`config.mk`:
```
export PLATFORM = sky130hd
export DESIGN_NAME = kronos_fetch
export DESIGN_NICKNAME = d
export VERILOG_FILES = /design/src/rtl/kronos_fetch.sv
export SDC_FILE = /design/constraint.sdc
export NUM_CORES = 1
export LEC_CHECK = 0
export BUFFER_PORTS_ARGS = -buffer_cell sky130_fd_sc_hd__buf_2
export CORE_MARGIN = 4
export CORE_UTILIZATION = 35
export CTS_CLUSTER_DIAMETER = 80
export DETAILED_ROUTE_END_ITERATION = 10
export PLACE_DENSITY = 0.57
export SKIP_LAST_GASP = 1
export SYNTH_ARGS = -nofsm -noshare
export SYNTH_HDL_FRONTEND = slang
export SYNTH_SLANG_ARGS = --single-unit
```
`constraint.sdc`:
```
create_clock -name clk -period 4.6 [get_ports clk]
set_clock_uncertainty 0.2 [all_clocks]
set_input_delay 0.92 -clock clk [delete_from_list [all_inputs] [get_ports clk]]
set_output_delay 0.92 -clock clk [all_outputs]
set_load 0.02 [all_outputs]
```
`src/rtl/kronos_fetch.sv`:
```
// Instruction fetch stage: a single-outstanding-request bus master feeding decode
// through an output register plus a one-entry skid buffer, with branch redirect/flush.
module kronos_fetch #(
  parameter logic [31:0] BOOT_ADDR = 32'h0
) (
  input  logic        clk,
  input  logic        rstz,
  output logic [31:0] instr_addr,
  output logic        instr_req,
  input  logic [31:0] instr_data,
  input  logic        instr_ack,
  output logic [63:0] fetch,          // {pc, ir}
  output logic        fetch_vld,
  input  logic        fetch_rdy,
  input  logic        branch,
  input  logic [31:0] branch_target
);

  typedef enum logic [1:0] {INIT, FETCH, DRAIN} state_t;

  localparam logic [31:0] NOP = 32'h0000_0013;

  state_t      state, state_next;
  logic        skid_vld;
  logic [63:0] skid;
  logic [31:0] pending_pc;
  logic [31:0] target_pc;
  logic        ack_fetch;
  logic        req_open;
  logic        unused_tgt_lsb;

  assign target_pc      = {branch_target[31:2], 2'b00};
  assign unused_tgt_lsb = ^branch_target[1:0];

  assign instr_req = (state == FETCH && !skid_vld) || state == DRAIN;
  assign ack_fetch = (state == FETCH) && instr_req && instr_ack;
  // A request still open after this edge must be drained before redirecting.
  assign req_open  = instr_req && !instr_ack;

  always_ff @(posedge clk or negedge rstz) begin
    if (!rstz) state <= INIT;
    else       state <= state_next;
  end

  always_comb begin
    state_next = state;
    if (branch) begin
      state_next = req_open ? DRAIN : FETCH;
    end else begin
      case (state)
        INIT:    state_next = FETCH;
        FETCH:   state_next = FETCH;
        DRAIN:   if (instr_ack) state_next = FETCH;
        default: state_next = INIT;
      endcase
    end
  end

  // Bus address and decode-facing output slot
  always_ff @(posedge clk or negedge rstz) begin
    if (!rstz) begin
      instr_addr <= BOOT_ADDR;
      fetch      <= {32'h0, NOP};
      fetch_vld  <= 1'b0;
      skid_vld   <= 1'b0;
    end else if (branch) begin
      fetch_vld <= 1'b0;
      skid_vld  <= 1'b0;
      if (!req_open) instr_addr <= target_pc;
    end else begin
      if (ack_fetch)
        instr_addr <= instr_addr + 32'd4;
      else if (state == DRAIN && instr_ack)
        instr_addr <= pending_pc;

      // An ack is only possible with the skid empty, so skid never overflows.
      if (ack_fetch && (!fetch_vld || fetch_rdy)) begin
        fetch     <= {instr_addr, instr_data};
        fetch_vld <= 1'b1;
      end else if (ack_fetch) begin
        skid_vld <= 1'b1;
      end else if (skid_vld && fetch_rdy) begin
        fetch    <= skid;
        skid_vld <= 1'b0;
      end else if (fetch_rdy) begin
        fetch_vld <= 1'b0;
      end
    end
  end

  // Skid payload and redirect PC carry no reset; their valid/state qualifiers do.
  always_ff @(posedge clk) begin
    if (!branch && ack_fetch && fetch_vld && !fetch_rdy)
      skid <= {instr_addr, instr_data};
    if (branch && req_open)
      pending_pc <= target_pc;
  end

endmodule

```
==> results of run 1 <==
-- synth_stat cells, types with 4 or more instances --
master	count	area, sq um
a21oi_1	23	115
o311ai_0	7	61.3
nand3_1	10	50.1
mux2i_1	58	581
buf_4	5	37.5
nand4_1	9	56.3
clkbuf_1	24	90.1
buf_2	20	100
a211oi_1	4	30.0
dfrtp_1	93	2330
edfxtp_1	92	2760
o21ai_0	110	551
nor2_1	26	97.6
nand2_1	124	465
a31oi_1	13	81.3
nor3_1	9	45.0
o21ai_1	8	40.0
inv_1	9	33.8
and3_1	8	50.1
-- final timing paths --
kind                       depth (start not counted)      start        endpoint  slack (ps)
max                                                6  instr_ack        skid[59]        1670
max reg2reg                                        5   skid_vld        skid[59]        1850
min reg2reg                                        2   fetch[1]        fetch[1]         270
max in group asynchronous                          2       rstz        fetch[1]        2930
min                                                2   fetch[1]        fetch[1]         270
min in group asynchronous                          1       rstz  instr_addr[12]         380
-- state kept, by name, summed over array words and instances (netlist names) --
register and flops:
fetch 62, fetch_vld 1, instr_addr 30, pending_pc 30, skid 62, skid_vld 1
state 2
-- final cells by class --
cell class                      count  area [sq um]
Timing Repair Buffer              175           928
Clock buffer                       18           439
Clock inverter                     14           129
Inverter                            9          33.8
Fill cell                        2229         13000
Multi-Input combinational cell    459          2700
Tap cell                          285           357
Sequential cell                   188          5170
-- report_power, final --
group / leakage [nW] / internal, mW / switching (mW)
combinational: 2.01 / 0.396 / 0.774
clock: 0.268 / 0.728 / 0.690
sequential: 2.03 / 2.05 / 0.263
total: 4.31 / 3.18 / 1.73
-- logic make-up after synthesis --
| kind of cell | count (synthesis) |
|---|---|
| simple gates | 209 |
| fa+ha+maj | 1 |
| xor+xnor | 4 |
| mux | 60 |
| compound gates | 181 |
| flops | 188 |
| buf+inv | 59 |
| other cells | 1 |
-- layer usage --
metal | vias to the layer above | part of all wire | global-route usage
met3 | 7 | 0.046 | 0.0379
met2 | 144 | 0.44 | 0.229
met1 | 2792 | 0.51 | 0.236
met4 | 0 | 0.0050 | 0.0458
li1 | 2844 | - | -
met5 | - | 0 | 0
-- worst register-to-register path, delay by kind of cell (launching register included) --
family / cells / cell delay, ps
AND/OR/NAND/NOR: 3 / 770
flip-flops: 1 / 430
buffers and inverters: 2 / 920
-- through the flow --
stage | instances | util | instance area, sq um
6_report | 1148 | 0.430 | 9760
5_1_grt | 1148 | 0.430 | 9760
4_1_cts | 1148 | 0.430 | 9760
3_5_place_dp | 1116 | 0.405 | 9190
3_3_place_gp | 1116 | 0.405 | 9190
2_1_floorplan | 706 | - | 8130
-- cells in the final DEF, fill, tap and decap left out, drive strengths merged, types with 2 or more instances in the layout --
cell type / count
buf: 175
nand2: 124
o21ai: 118
dfrtp: 93
edfxtp: 92
mux2i: 59
nor2: 26
a21oi: 23
clkbuf: 18
inv: 15
a31oi: 13
nand4: 11
nand3: 10
nor3: 9
and3: 8
o311ai: 7
a211oi: 4
conb: 4
clkinvlp: 4
and4: 4
o221ai: 4
nor4: 4
clkinv: 4
nand2b: 3
xor2: 3
a221oi: 3
dfstp: 3
and2: 3
o22ai: 2
==> impl_metrics.py, run 1 <==
metrics = {
    "global_routing": {
        "grt_max_degree": 80,
        "grt_pass1_wl_um": 32600,
        "grt_overflow": 0,
        "grt_pass1_vias": 5751,
        "antenna_found_initial": 0,
        "grt_use_total": 0.158,
    },
    "logic_synthesis": {
        "ys_ff_latch": 188,
        "synth_compound_area_frac": 0.126,
        "yosys_most_used_dff": "dfrtp_1",
        "synth_cells": 703,
        "synth_top_family_by_area": "compound AO/OA/AOI/OAI gates",
        "synth-async-reset-ratio": 0.511,
        "ys_types": 55,
        "yosysWarnings": 0,
        "yosys.area_share.adder": 0.00154,
        "synthesis.area_sq_um": 8120,
        "synth_area_per_cell_sq_um": 11.5,
        "ys_seq_area_frac": 0.637,
        "synth-xor-area-share": 0.00432,
        "synthMuxAreaShare": 0.0746,
        "synth-simple-area-share": 0.120,
        "synth_edf_count": 92,
    },
    "worst_setup_path": {
        "crit_buf_inv": 3,
        "path_class": "in2reg",
        "cp_slowest_cell": "buf_4",
        "worstPathCellList": "buf_2 -> nor4bb_1 -> buf_4 -> nand2_1 -> nor2_4 -> buf_4",
        "crit_top_cell": "buf_4",
        "worst_setup_path_end_kind": "flip-flop",
        "crit_path_start_kind": "input pin",
        "crit_family": "buffers and inverters",
        "arrival_ps": 2780,
        "cp_slowest_stage_delay_ps": 720,
        "crit_required_ps": 4450,
        "cp_max_fo": 62,
    },
    "die": {
        "die_w_um": 160,
        "dieArea_sq_um": 25700,
        "initial_core_util": 0.357,
        "io_pins": 167,
        "core_sq_um": 22700,
        "rows": 55,
        "die_h_um": 160,
    },
    "clock_network": {
        "clock_path_buffers": 2,
        "clkLatencyLatePin_ps": 430,
        "cts_resized": 0,
        "cts_num_sinks": 188,
        "root_buffer": "clkbuf_16",
        "hold_buffers": 0,
        "clk_pin_slew_worst_paths_ps": 70,
        "cts_tree": "yes",
        "cts_buffers": 17,
        "h-tree-depth": 4,
        "cts_setup_buffers": 0,
    },
    "placement": {
        "place_ws_ps": 1230,
        "place_hpwl_um": 13200,
        "io_buffers": 160,
        "gp_congestion": 0.784,
    },
    "routing": {
        "routed_wirelength_um": 20200,
        "vias": 5787,
        "ant_nets": 0,
        "via_per_inst": 5.04,
        "wl_per_cell_um": 17.6,
        "drc_errors": 0,
        "dr.pass1.iters": 5,
        "drtIter0Drc": 393,
    },
    "power_and_ir_drop": {
        "leakage_nw": 4.31,
        "vdd.ir_drop.worst_mv": 0.234,
        "p_per_area_nw_per_um2": 503,
        "finalPower_mw": 4.91,
    },
    "timing": {
        "min_period_over_period": 0.637,
        "rsz0062_at_grt": "false",
        "finalMaxSlewViolations": 0,
        "tightest_slew_ps": 939,
        "setup_ws_ps": 1670,
        "finalCriticalPeriod_ps": 2930,
        "slew_headroom": 0.374,
        "holdWs_ps": 268,
        "fmax_ghz": 0.341,
        "setup-tns-final_ps": 0,
        "setup_violations": 0,
        "hold_viol_final": 0,
    },
    "final_layout": {
        "diodes": 0,
        "fin_nets": 920,
        "drive_above_1_share": 0.260,
        "areaGrowthSynthToFinish_pct": 20.2,
    },
    "hold_path": {
        "hold_class": "reg2reg",
    },
    "job": {
        "maxCapViolations": 0,
    },
    "status": {
        "status": "finished clean",
    },
}
(Power assumes the default switching activity.)
==> run 2, diff against run 1 <==
--- a/config.mk
+++ b/config.mk
@@ -5,6 +5,7 @@
 export SDC_FILE = /design/constraint.sdc
 export NUM_CORES = 1
 export LEC_CHECK = 0
+export ABC_AREA = 1
 export BUFFER_PORTS_ARGS = -buffer_cell sky130_fd_sc_hd__buf_2
 export CORE_MARGIN = 4
 export CORE_UTILIZATION = 35
==> constraint.sdc (replaced) <==
create_clock -name clk -period 2.4 [get_ports clk]
set_clock_uncertainty 0.2 [all_clocks]
set_input_delay 0.48 -clock clk [delete_from_list [all_inputs] [get_ports clk]]
set_output_delay 0.48 -clock clk [all_outputs]
set_load 0.02 [all_outputs]
==> impl_metrics.py, run 2 <==
metrics = {
    "status": {
        "status": "finished clean",
    },
    "global_routing": {
        "grt_pass1_wl_um": 36200,
        "grt_max_degree": 53,
        "grt_pass1_vias": 6551,
        "antenna_found_initial": 0,
        "grt_overflow": 0,
        "grt_use_total": 0.171,
    },
    "routing": {
        "ant_nets": 0,
        "via_per_inst": 4.64,
        "vias": 6956,
        "wl_per_cell_um": 15.3,
        "drc_errors": 0,
        "dr.pass1.iters": 4,
        "routed_wirelength_um": 22900,
        "drtIter0Drc": 495,
    },
    "die": {
        "io_pins": 167,
        "dieArea_sq_um": 27100,
        "core_sq_um": 24200,
        "initial_core_util": 0.354,
        "rows": 57,
        "die_h_um": 165,
        "die_w_um": 165,
    },
    "logic_synthesis": {
        "synth_top_area_cell": "edfxtp_1",
        "synthMuxAreaShare": 0,
        "yosys.area_share.adder": 0.00146,
        "yosys_most_used_dff": "dfrtp_1",
        "synthTopCellsByCount": "nand2_1, nor2_1, dfrtp_1, edfxtp_1, inv_1",
        "synth_edf_count": 92,
        "ys_ff_latch": 188,
        "synth_compound_area_frac": 0.0835,
        "yosysWarnings": 0,
        "synthesis.area_sq_um": 8590,
        "synth_cells": 994,
        "synth.area.top_cells": "edfxtp_1, dfrtp_1, nand2_1",
        "ys_types": 30,
        "synth_area_per_cell_sq_um": 8.64,
        "synth-async-reset-ratio": 0.511,
        "synth-xor-area-share": 0.00612,
        "synth-simple-area-share": 0.240,
        "synth_top_family_by_area": "simple AND/OR/NAND/NOR gates",
        "ys_seq_area_frac": 0.602,
        "synth_top_area_share": 0.322,
        "synthMostInstantiatedCell": "nand2_1",
    },
    "placement": {
        "io_buffers": 160,
        "place_hpwl_um": 16200,
        "place_ws_ps": 310,
        "gp_congestion": 0.876,
    },
    "worst_setup_path": {
        "cp_max_fo": 4,
        "worstPathCellList": "inv_2 -> nand3b_1 -> nand2_1 -> buf_2",
        "r2r_slack_ps": 400,
        "crit_required_ps": 1720,
        "path_class": "reg2out",
        "r2r-start": "state[1]",
        "crit_family": "flip-flops",
        "arrival_ps": 1370,
        "crit_path_start_kind": "flip-flop",
        "worst_setup_path_end_kind": "output port",
        "r2r_cells": 8,
        "crit_buf_inv": 2,
        "cp_slowest_cell": "dfrtp_1",
        "cp_slowest_stage_delay_ps": 430,
        "r2r-end": "fetch[47]",
    },
    "timing": {
        "min_period_over_period": 0.854,
        "setup_violations": 0,
        "finalMaxSlewViolations": 0,
        "rsz0062_at_grt": "false",
        "setup_ws_ps": 350,
        "hold_viol_final": 0,
        "slew_headroom": 0.652,
        "fmax_ghz": 0.488,
        "tightest_slew_ps": 522,
        "finalCriticalPeriod_ps": 2050,
        "setup-tns-final_ps": 0,
    },
    "clock_network": {
        "clkLatencyLatePin_ps": 430,
        "root_buffer": "clkbuf_16",
        "clk_pin_slew_worst_paths_ps": 70,
        "h-tree-depth": 4,
        "cts_tree": "yes",
        "cts_resized": 0,
        "clock_path_buffers": 2,
        "cts_num_sinks": 188,
        "cts_buffers": 17,
    },
    "final_layout": {
        "fin_nets": 1232,
        "diodes": 0,
        "drive_above_1_share": 0.206,
        "reg.largest.list": "fetch: 62 flops, skid: 62 flops",
        "areaGrowthSynthToFinish_pct": 22.3,
        "final_common_cell": "nand2_1",
        "final_cell_mix": "nand2_1, buf_2, nor2_1",
    },
    "hold_path": {
        "hold_class": "in2reg",
        "holdPathStages": 1,
        "worstHoldEndpoint": "pending_pc[17]",
        "min_from": "branch_target[17]",
    },
    "power_and_ir_drop": {
        "vdd.ir_drop.worst_mv": 0.435,
        "leakage_nw": 4.80,
        "p_per_area_nw_per_um2": 1140,
    },
    "job": {
        "maxCapViolations": 0,
    },
}
## run 2: cell count changes in the layout (fill, tap and decap cells not counted), moves of 17 or more
cell / change
a21oi_1: +26
inv_1: +71
mux2i_1: -58
nand2_1: +252
nand3_1: +17
nor2_1: +88
o21ai_0: -72
o21ai_1: +31
## run 2: worst max-delay path by stage
stage / start / to / depth (start not counted) / slack [ps]
6_report: skid_vld / instr_req / 4 / 350
5_1_grt: instr_addr[4] / instr_addr[16] / 9 / 170
4_1_cts: skid_vld / instr_req / 4 / 350
3_5_place_dp: fetch_rdy / fetch[14] / 9 / 310
3_3_place_gp: fetch_rdy / fetch[47] / 7 / 320
2_1_floorplan: state[1] / skid[0] / 5 / -120
## run 2: final cells by class
class                   instances  area [sq um]
clock buffers                  18           429
clock inverters                14           161
fillers                      2409         13700
inverters                      84           315
multi-input cells             679          2880
flip-flops and latches        188          5170
well taps                     324           405
repair buffers                192          1150
## run 2: kinds of logic (layout without fill, tap and decap cells)
group	Yosys count	in the layout
adders and majority gates	1	1
AOI/OAI and AO/OA	137	137
and+or+nand+nor	531	531
xor gates and xnor gates	6	6
other	1	4
buffers and inverters	130	308
DFF	188	188
## run 2: report_power, final
part / total [mW] / switching, mW / internal, mW
sequential: 5.05 / 0.719 / 4.33
combinational: 4.09 / 2.77 / 1.32
clock: 2.88 / 1.32 / 1.56
total: 12.0 / 4.80 / 7.22
## run 2: timing repair
| action | in CTS | in global routing |
|---|---|---|
| buffers inserted | 0 | 0 |
| hold buffers | 1 | 0 |
| endpoints found under the hold margin | 93 | 0 |
## run 2: worst reg2reg max path, stage by stage (launching register included)
cell,delay [ps]
dfrtp_1,400
nor2_1,130
nand3_2,140
nor2_4,160
inv_2,70
a21oi_4,310
buf_4,320
nor2_1,80
a21oi_1,110
## run 2: stage by stage
step	utilization	power, mW	hold WS (ps)	area [sq um]	cells
4_1_cts	0.433	12.1	19.8	10500	1499
5_1_grt	0.433	12.8	14.5	10500	1499
2_1_floorplan	-	7.53	-15.6	8630	997
3_3_place_gp	0.408	9.19	257	9900	1466
6_report	0.433	12.0	32.0	10500	1499
3_5_place_dp	0.408	9.25	261	9900	1466
## run 2: layer usage
| layer | part of all wire | up-vias | global-route usage | wire length [um] |
|---|---|---|---|---|
| li1 | - | 3495 | - | - |
| met1 | 0.49 | 3213 | 0.252 | 11100 |
| met2 | 0.43 | 225 | 0.252 | 9850 |
| met3 | 0.069 | 23 | 0.0412 | 1590 |
| met4 | 0.014 | 0 | 0.0446 | 331 |
| met5 | 0 | - | 0 | 0 |
